## config.mk

```make
export PLATFORM = sky130hd
export DESIGN_NAME = hex_dump_tx
export DESIGN_NICKNAME = d
export VERILOG_FILES = /design/src/rtl/hex_dump_tx.sv
export SDC_FILE = /design/constraint.sdc
export NUM_CORES = 1
export LEC_CHECK = 0
export CAP_MARGIN = 20
export CORE_UTILIZATION = 38
export CTS_CLUSTER_DIAMETER = 80
export DETAILED_ROUTE_END_ITERATION = 8
export PLACE_DENSITY_LB_ADDON = 0.1
export SETUP_SLACK_MARGIN = 0.02
export SLEW_MARGIN = 10
export SYNTH_ARGS = -nofsm -noshare
export SYNTH_HDL_FRONTEND = slang
export SYNTH_SLANG_ARGS = --single-unit
```

## constraint.sdc

```tcl
create_clock -name clk -period 4.67 [get_ports clk]
set_input_delay 0.7005 -clock clk [delete_from_list [all_inputs] [get_ports clk]]
set_output_delay 0.7005 -clock clk [all_outputs]
set_load 0.02 [all_outputs]
```

## src/rtl/hex_dump_tx.sv

```systemverilog
// Hex-dump serializer: queues {data, nibble count, crlf} requests and streams
// them out as lowercase ASCII hex with group spaces and optional CR LF.
module hex_dump_tx #(
    parameter int DATA_W     = 56,
    parameter int GROUP      = 2,
    parameter int FIFO_DEPTH = 4,
    parameter int LEN_W      = 5
) (
    input  logic              clk,
    input  logic              rst,
    input  logic              req_valid,
    output logic              req_ready,
    input  logic [DATA_W-1:0] req_data,
    input  logic [LEN_W-1:0]  req_len,
    input  logic              req_crlf,
    output logic              tx_valid,
    output logic [7:0]        tx_char,
    input  logic              tx_ready,
    output logic              busy,
    output logic              done,
    output logic [LEN_W-1:0]  fifo_level
);

    localparam int PTR_W   = $clog2(FIFO_DEPTH);
    localparam int MAX_LEN = DATA_W / 4;
    localparam int ENTRY_W = 1 + LEN_W + DATA_W;

    localparam logic [LEN_W-1:0] MAX_LEN_L = LEN_W'(MAX_LEN);
    localparam logic [LEN_W-1:0] GROUP_L   = LEN_W'(GROUP);
    localparam logic [PTR_W:0]   DEPTH_L   = (PTR_W+1)'(FIFO_DEPTH);

    localparam logic [2:0] S_IDLE = 3'd0;
    localparam logic [2:0] S_NIB  = 3'd1;
    localparam logic [2:0] S_SPC  = 3'd2;
    localparam logic [2:0] S_CR   = 3'd3;
    localparam logic [2:0] S_LF   = 3'd4;
    localparam logic [2:0] S_FIN  = 3'd5;

    logic [ENTRY_W-1:0] mem [FIFO_DEPTH];
    logic [PTR_W:0]     wr_ptr;
    logic [PTR_W:0]     rd_ptr;
    logic [PTR_W:0]     level;
    logic               full;
    logic               empty;
    logic               push;
    logic               pop;
    logic [LEN_W-1:0]   len_clamped;

    logic [ENTRY_W-1:0] head;
    logic               head_crlf;
    logic [LEN_W-1:0]   head_len;
    logic [DATA_W-1:0]  head_data;

    logic [2:0]         state;
    logic [DATA_W-1:0]  data_r;
    logic [LEN_W-1:0]   cnt;
    logic [LEN_W-1:0]   cnt_dec;
    logic               crlf_r;
    logic [3:0]         nibble;

    // Pointers carry one extra wrap bit so the difference is the true level.
    assign level      = wr_ptr - rd_ptr;
    assign full       = (level == DEPTH_L);
    assign empty      = (level == '0);
    assign req_ready  = ~full;
    assign push       = req_valid & ~full;
    assign pop        = (state == S_IDLE) & ~empty;
    assign fifo_level = LEN_W'(level);
    assign len_clamped = (req_len > MAX_LEN_L) ? MAX_LEN_L : req_len;

    assign head      = mem[rd_ptr[PTR_W-1:0]];
    assign head_crlf = head[ENTRY_W-1];
    assign head_len  = head[ENTRY_W-2 -: LEN_W];
    assign head_data = head[DATA_W-1:0];

    // NOTE: storage array has no reset; only the pointers define validity,
    // and non-blocking assignments keep read-before-write ordering per edge.
    always_ff @(posedge clk) begin
        if (push) begin
            mem[wr_ptr[PTR_W-1:0]] <= {req_crlf, len_clamped, req_data};
        end
    end

    always_ff @(posedge clk) begin
        if (rst) begin
            wr_ptr <= '0;
            rd_ptr <= '0;
        end else begin
            if (push) wr_ptr <= wr_ptr + 1'b1;
            if (pop)  rd_ptr <= rd_ptr + 1'b1;
        end
    end

    assign cnt_dec = cnt - LEN_W'(1);

    always_ff @(posedge clk) begin
        if (rst) begin
            state  <= S_IDLE;
            data_r <= '0;
            cnt    <= '0;
            crlf_r <= 1'b0;
        end else begin
            case (state)
                S_IDLE: begin
                    if (!empty) begin
                        data_r <= head_data;
                        cnt    <= head_len;
                        crlf_r <= head_crlf;
                        if (head_len != '0) state <= S_NIB;
                        else if (head_crlf) state <= S_CR;
                        else                state <= S_FIN;
                    end
                end
                S_NIB: begin
                    if (tx_ready) begin
                        cnt <= cnt_dec;
                        if (cnt_dec == '0)                  state <= crlf_r ? S_CR : S_FIN;
                        else if ((cnt_dec % GROUP_L) == '0) state <= S_SPC;
                    end
                end
                S_SPC:   if (tx_ready) state <= S_NIB;
                S_CR:    if (tx_ready) state <= S_LF;
                S_LF:    if (tx_ready) state <= S_FIN;
                S_FIN:   state <= S_IDLE;
                default: state <= S_IDLE;
            endcase
        end
    end

    // NOTE: every combinational output gets a default first so no latch is inferred.
    always_comb begin
        nibble = 4'h0;
        for (int i = 0; i < MAX_LEN; i++) begin
            if (cnt == LEN_W'(i + 1)) nibble = data_r[4*i +: 4];
        end
    end

    always_comb begin
        tx_char = 8'h00;
        case (state)
            S_NIB:   tx_char = (nibble < 4'd10) ? 8'h30 + {4'h0, nibble}
                                                : 8'h57 + {4'h0, nibble};
            S_SPC:   tx_char = 8'h20;
            S_CR:    tx_char = 8'h0d;
            S_LF:    tx_char = 8'h0a;
            default: tx_char = 8'h00;
        endcase
    end

    assign tx_valid = (state == S_NIB) | (state == S_SPC) | (state == S_CR) | (state == S_LF);
    assign done     = (state == S_FIN);
    assign busy     = (state != S_IDLE) | ~empty;

endmodule

```

# Word level (Yosys, flattened, before mapping)
# Memory sizes are Yosys's and may differ from the RTL's. A register that Yosys moved wholly into a read port is not among the register bits.
# Cells that the tools add are included.
[word_totals] mem_count=1 in_bits=66 ram_bits=248 output_inout_bits=17 register_bits=71
[mem_list] memory="mem" depth=4 word_bits=62 read_ports=1 rd_clocked_by_memory_dff=1 write_ports=1 line="39" source="logic [ENTRY_W-1:0] mem [FIFO_DEPTH];"
[classes] reduce_logical=10 n_bitwise=8 mux=35 eq_ne=26 addsub=6 magnitude_cmp=2
[op_table] op="two-way mux 4 bit" count=14
[op_table] op="equality test 5 x 4 -> 1 bit, second input constant" count=7
[op_table] op="case mux 8 bit (4 select lines)" count=1
[op_table] op="two-way mux 3 bit" count=10
[op_table] op="equality test 5 x 3 -> 1 bit, second input constant" count=4
[op_table] op="two-way mux 5 bit" count=3
[op_table] op="case mux 3 bit (5 select lines)" count=1
[op_table] op="equality test 5 x 2 -> 1 bit, second input constant" count=2
[op_table] op="logical NOT 5 bit" count=2
[op_table] op="inequality test 2 bit, second input constant" count=5
[op_table] op="case mux 5 bit (2 select lines)" count=1
[op_table] op="equality test 3 bit, second input constant" count=3
[op_table] op="adder 7 x 4 -> 8 bit, first input constant" count=1
[op_table] op="two-way mux 8 bit" count=1
[op_table] op="adder 6 x 4 -> 7 bit, first input constant" count=1
[op_table] op="adder 3 x 1 -> 3 bit, second input constant" count=2
[op_table] op="equality test 3 x 2 -> 1 bit, second input constant" count=2
[op_table] op="logical NOT 3 bit" count=2
[op_table] op="AND reduction 6 bit" count=1
[op_table] op="equality test 5 x 1 -> 1 bit, second input constant" count=1
[op_table] op="greater-than comparator 5 x 4 -> 1 bit, second input constant" count=1
[op_table] op="nonzero test 5 bit" count=1
[op_table] op="subtractor 5 x 1 -> 5 bit, second input constant" count=1
[op_table] op="< comparator 4 bit, second input constant" count=1
[op_table] op="other kinds (12)" count=19

# Logic depth before layout (Yosys ltp)
[depth] depth_word=18 mapped_depth=12 mapped_depth_nobuf=10

# Worst setup path after synthesis
# No wires, ideal clock.
[synth_path] path_type="flip-flop to flip-flop" from="reg wr_ptr[0]" to="mem mem[3][0] (netlist bit), enable pin" slack_ns=0.992 period_less_slack_ns=3.678 arrival_time_ns=3.249 stages_incl_launch_ff=7 required_ns=4.242 cell_sequence="dfxtp_1 inv_1 ha_1 fa_1 xor3_1 nand3_1 and3_1"
[synth_between] elab_chain_len=6
[synth_rtl] item="start: declaration" line="40" source="logic [PTR_W:0] wr_ptr;"
[synth_rtl] item="start signal: assignment" line="89" source="if (push) wr_ptr <= wr_ptr + 1'b1;"
[synth_rtl] item="subtractor 3 bit" line="62" source="assign level = wr_ptr - rd_ptr;"
[synth_rtl] item="net fifo_level[2]" line="21" source="output logic [LEN_W-1:0] fifo_level"
[synth_rtl] item="equality test 3 bit" line="63" source="assign full = (level == DEPTH_L);"
[synth_rtl] item="inverter 1 bit"
[synth_rtl] item="net req_ready" line="12" source="output logic req_ready,"
[synth_rtl] item="AND 1 bit" line="66" source="assign push = req_valid & ~full;"
[synth_rtl] item="two-way mux 1 bit" line="79" source="if (push) begin"
[synth_rtl] item="two-way mux 1 bit (implied by the code)" line="80" source="mem[wr_ptr[PTR_W-1:0]] <= {req_crlf, len_clamped, req_data};"
[synth_rtl] item="end: declaration" line="39"
# The timed path passes the listed nets, and every way through them passes these cells.

# Final worst setup path
[layout_path] from="reg cnt[0]" to="out tx_char[1]"
[layout_between] elab_chain_len=18
[layout_rtl] item="start: declaration" line="56" source="logic [LEN_W-1:0] cnt;"
[layout_rtl] item="start signal: assignment" line="107" source="cnt <= head_len;"
[layout_rtl] item="start signal: assignment" line="116" source="cnt <= cnt_dec;"
[layout_rtl] item="equality test 5 x 1 -> 1 bit" line="134" source="if (cnt == LEN_W'(i + 1)) nibble = data_r[4*i +: 4];"
[layout_rtl] item="two-way mux 4 bit (13 in series)" line="134"
[layout_rtl] item="two-way mux 4 bit (*)" line="134"
[layout_rtl] item="adder 7 x 4 -> 8 bit, or another cell as far along" line="142" source=": 8'h57 + {4'h0, nibble};"
[layout_rtl] item="two-way mux 8 bit (*)" line="141" source="S_NIB: tx_char = (nibble < 4'd10) ? 8'h30 + {4'h0, nibble}"
[layout_rtl] item="case mux 8 bit (4 select lines) (*)" line="140" source="case (state)"
[layout_rtl] item="end: declaration" line="17" source="output logic [7:0] tx_char,"
# Mark *: on every way between the ends. The rest lies on a longest branch, timed or not.

==> metrics <==
Post-Syn Area=12900 um^2; layout net count=1030; r2r setup slk=1.68 ns; Yosys Warn Count=0; simple-gate share of the synthesized area=8.88%; # rows=67; clk sinks=321; Crit path depth=11; maxcap violations=0; sequential share of power=42.5%; register area=8910 um^2; Setup crit start=cnt[0]$_SDFFE_PP0P_; Netlist cell types=67; multi-input logic area=3730 um^2; combinational fraction of design power=30.5%; startpoint types=flip-flop; Routed Antenna Nets=0; pin count of the biggest net entering global routing=60; synthesized instance count=871; I/O Buffers=79; Adder-Cell Fraction of Synth Area=1.31%; commonest non-fill, non-tap cells in the layout=edfxtp_1, nand2_1, a21oi_1; CTS buffer count=36; sw power=0.00327 W; detailed placement HPWL=17000 um; Die ar.=34800 um^2; #FFs+latches synth=321; grt total ovfl=0; pwr/cell area=644 nW/um^2; post-layout utilization of the core=45.7%; setup_tns=0 ns; EDFF count, synth=248; slowest cell on the critical path=clkdlybuf4s50_1; P_int=0.00659 W; hold buffer count at CTS=0; switching share of power=33.2%; Vias/cell=5.11; Clk network pwr share=27.0%; Final setup viols=0; area grow syn2layout=18.4%; Ports=83; CP cell instances=inv_1, ha_2, nand3b_1, a221oi_1, o221ai_1, a211oi_2, a21oi_1, ha_1, nand2_1, a32o_1, clkdlybuf4s50_1; most common cell after layout, fill and taps aside=edfxtp_1; DRC viols=0; Worst slew margin=49.0%; hold_ws=0.456 ns; worst path required time=3.97 ns; DR iter-0 viols=376; outcome=finished clean; CP endpoint=tx_char[1]; mux contribution to synthesized area=11.0%; async set or reset register ratio after synthesis=0%; H-tree depth=2; Critical Path AT=3.70 ns; CP Max Fanout=10; GRT Total Usage=16.2%; routed wire length=27300 um; Fin. Hold Viols=0; ys flop type=edfxtp_1; DRT Pass-1 Iters=7; syn_area_per_cell=14.9 um^2; Clock Latency Late Sink=0.52 ns; global-route wire length before repair=43900 um; worst min path class=reg2reg; compound-cell area share of the yosys netlist=6.65%; Critical R2R Capture=mem[1][25]$_DFFE_PP_; period utilization=94.3%; Clock Path Buffers=3; filler instances=3034; diode count=0; layout cells sized above 1=15.5%; Pins Over Slew Limit=0; vias=7284; largest family of logic cells by synthesized area=multiplexers; initial antenna violation count=0; R2R Path Start=wr_ptr[0]$_SDFFE_PP0P_; Peak Freq=0.227 GHz; classification of the worst setup path=reg2out; Final Skew=0.0147 ns; core area=33500 um^2; Die W=187 um; Static Leakage=5.01 nW; CP peak stage delay=0.61 ns; die height=187 um; CP Buf/Inv Count=2; # Post-CTS Setup Buffers=0; routed len/inst=19.1 um; Root Buffer=clkbuf_16; path depth of the worst reg2reg path=7; Tmin final=4.40 ns; RSZ-0062 raised after global routing=no; Max VDD drop=0.000435 V; CP delay by family, top=compound AO/OA/AOI/OAI gates; Initial Utilization=38.6%; vias in the first global route=7459; XOR/XNOR Fraction of Synth Area=0.590%; RePlAce Congestion=0.860; Seq/Total Area, Yosys=68.8%; CP Capture Type=output port; worst-margin pin slew=0.764 ns; CTS tree=built; Worst-path clk slew=0.06 ns
[routing by layer]
layer | global-route usage [%] | share of wire (%) | vias up | wire length (um)
met5 | 0 | 0 | - | 0
met4 | 4.07 | 1.7 | 0 | 467
met3 | 2.65 | 3.3 | 37 | 905
met2 | 26.4 | 48 | 135 | 13200
met1 | 22.6 | 47 | 3679 | 12700
li1 | - | - | 3433 | -
[metrics by stage]
step	cells	setup WS, ns	total power, W	cell area (um^2)
after floorplan	877	0.992	0.00632	13000
after global placement	1361	0.708	0.00734	14200
after detailed placement	1361	0.579	0.00736	14200
after CTS	1425	0.0950	0.0100	15300
after global routing	1425	0.0372	0.0105	15300
final	1425	0.268	0.00986	15300
[worst min-delay path: cells and delay by family (launching register included)]
kind            cells  cell delay, ns
flops               1            0.31
simple gates        1            0.05
compound gates      1            0.05
[cell usage after synthesis, types with 2 or more instances]
cell type | count | area (um^2)
mux4_2 | 62 | 1400
edfxtp_1 | 248 | 7450
a311oi_1 | 2 | 17.5
nor3_2 | 2 | 20.0
clkbuf_1 | 17 | 63.8
o22ai_1 | 4 | 25.0
or2_2 | 3 | 18.8
a22oi_1 | 4 | 30.0
mux2i_1 | 3 | 30.0
o21ai_0 | 20 | 100
xor2_1 | 2 | 17.5
nand3_1 | 6 | 30.0
o21ai_1 | 2 | 10.0
a31oi_1 | 5 | 31.3
or3b_1 | 3 | 26.3
nor2_1 | 33 | 124
buf_4 | 7 | 52.6
dfxtp_1 | 73 | 1460
buf_6 | 5 | 56.3
nor2b_1 | 6 | 37.5
nor2_2 | 2 | 12.5
o21a_1 | 2 | 15.0
o211ai_1 | 5 | 37.5
a211oi_2 | 2 | 25.0
nand4b_1 | 4 | 35.0
nor3_1 | 2 | 10.0
nand2_1 | 154 | 578
ha_1 | 12 | 150
a211oi_1 | 5 | 37.5
xnor2_1 | 4 | 35.0
and2_1 | 3 | 18.8
buf_1 | 5 | 18.8
inv_1 | 14 | 52.6
a21oi_1 | 82 | 410
nand2b_1 | 10 | 62.6
and3_1 | 7 | 43.8
buf_2 | 21 | 105
[power by group through the flow]
stage               clock network, W  logic (W)  registers [W]
floorplan                          0    0.00231        0.00401
global route                 0.00285    0.00337        0.00428
detailed placement                 0    0.00309        0.00426
CTS                          0.00274    0.00310        0.00421
finish                       0.00266    0.00301        0.00419
global placement                   0    0.00308        0.00425
[how the worst min path moves through the flow]
stage                       startpoint                       to  slack [ns]  depth (start not counted)
3_5_place_dp   data_r[19]$_SDFFE_PP0P_  data_r[19]$_SDFFE_PP0P_        0.45                          2
4_1_cts        data_r[19]$_SDFFE_PP0P_  data_r[19]$_SDFFE_PP0P_        0.46                          2
3_3_place_gp   data_r[37]$_SDFFE_PP0P_  data_r[37]$_SDFFE_PP0P_        0.44                          2
6_report       data_r[34]$_SDFFE_PP0P_  data_r[34]$_SDFFE_PP0P_        0.46                          2
2_1_floorplan  data_r[11]$_SDFFE_PP0P_  data_r[11]$_SDFFE_PP0P_        0.43                          2
5_1_grt        data_r[34]$_SDFFE_PP0P_  data_r[34]$_SDFFE_PP0P_        0.48                          2
[sequential cells by signal, indices dropped and copies added, names as in the netlist, named ones only]
signal,cells
mem,248
data_r,56
cnt,5
rd_ptr,3
state,3
wr_ptr,3
crlf_r,1
[timing repair]
| action | in CTS | in global routing |
|---|---|---|
| resized for setup | 1 | 3 |
| pin swaps | 0 | 0 |
| endpoints found under the setup margin | 1 | 3 |
[area by class of cell]
class                           instances  share of cell area (%)
Clock buffer                           50                    6.62
Clock inverter                         14                   0.686
Inverter                               14                   0.343
Multi-Input combinational cell        487                    24.4
Sequential cell                       321                    58.2
Tap cell                              448                    3.66
Timing Repair Buffer                   91                    6.13
[cell families (layout without fill, tap and decap cells)]
| logic type | count (synthesis) | count (layout) |
|---|---|---|
| simple gates | 249 | 249 |
| mux | 65 | 65 |
| flops | 321 | 321 |
| xor+xnor | 7 | 7 |
| other cells | 1 | 7 |
| compound gates | 146 | 146 |
| buf+inv | 69 | 169 |
| fa+ha+maj | 13 | 13 |
(Power assumes the default switching activity.)
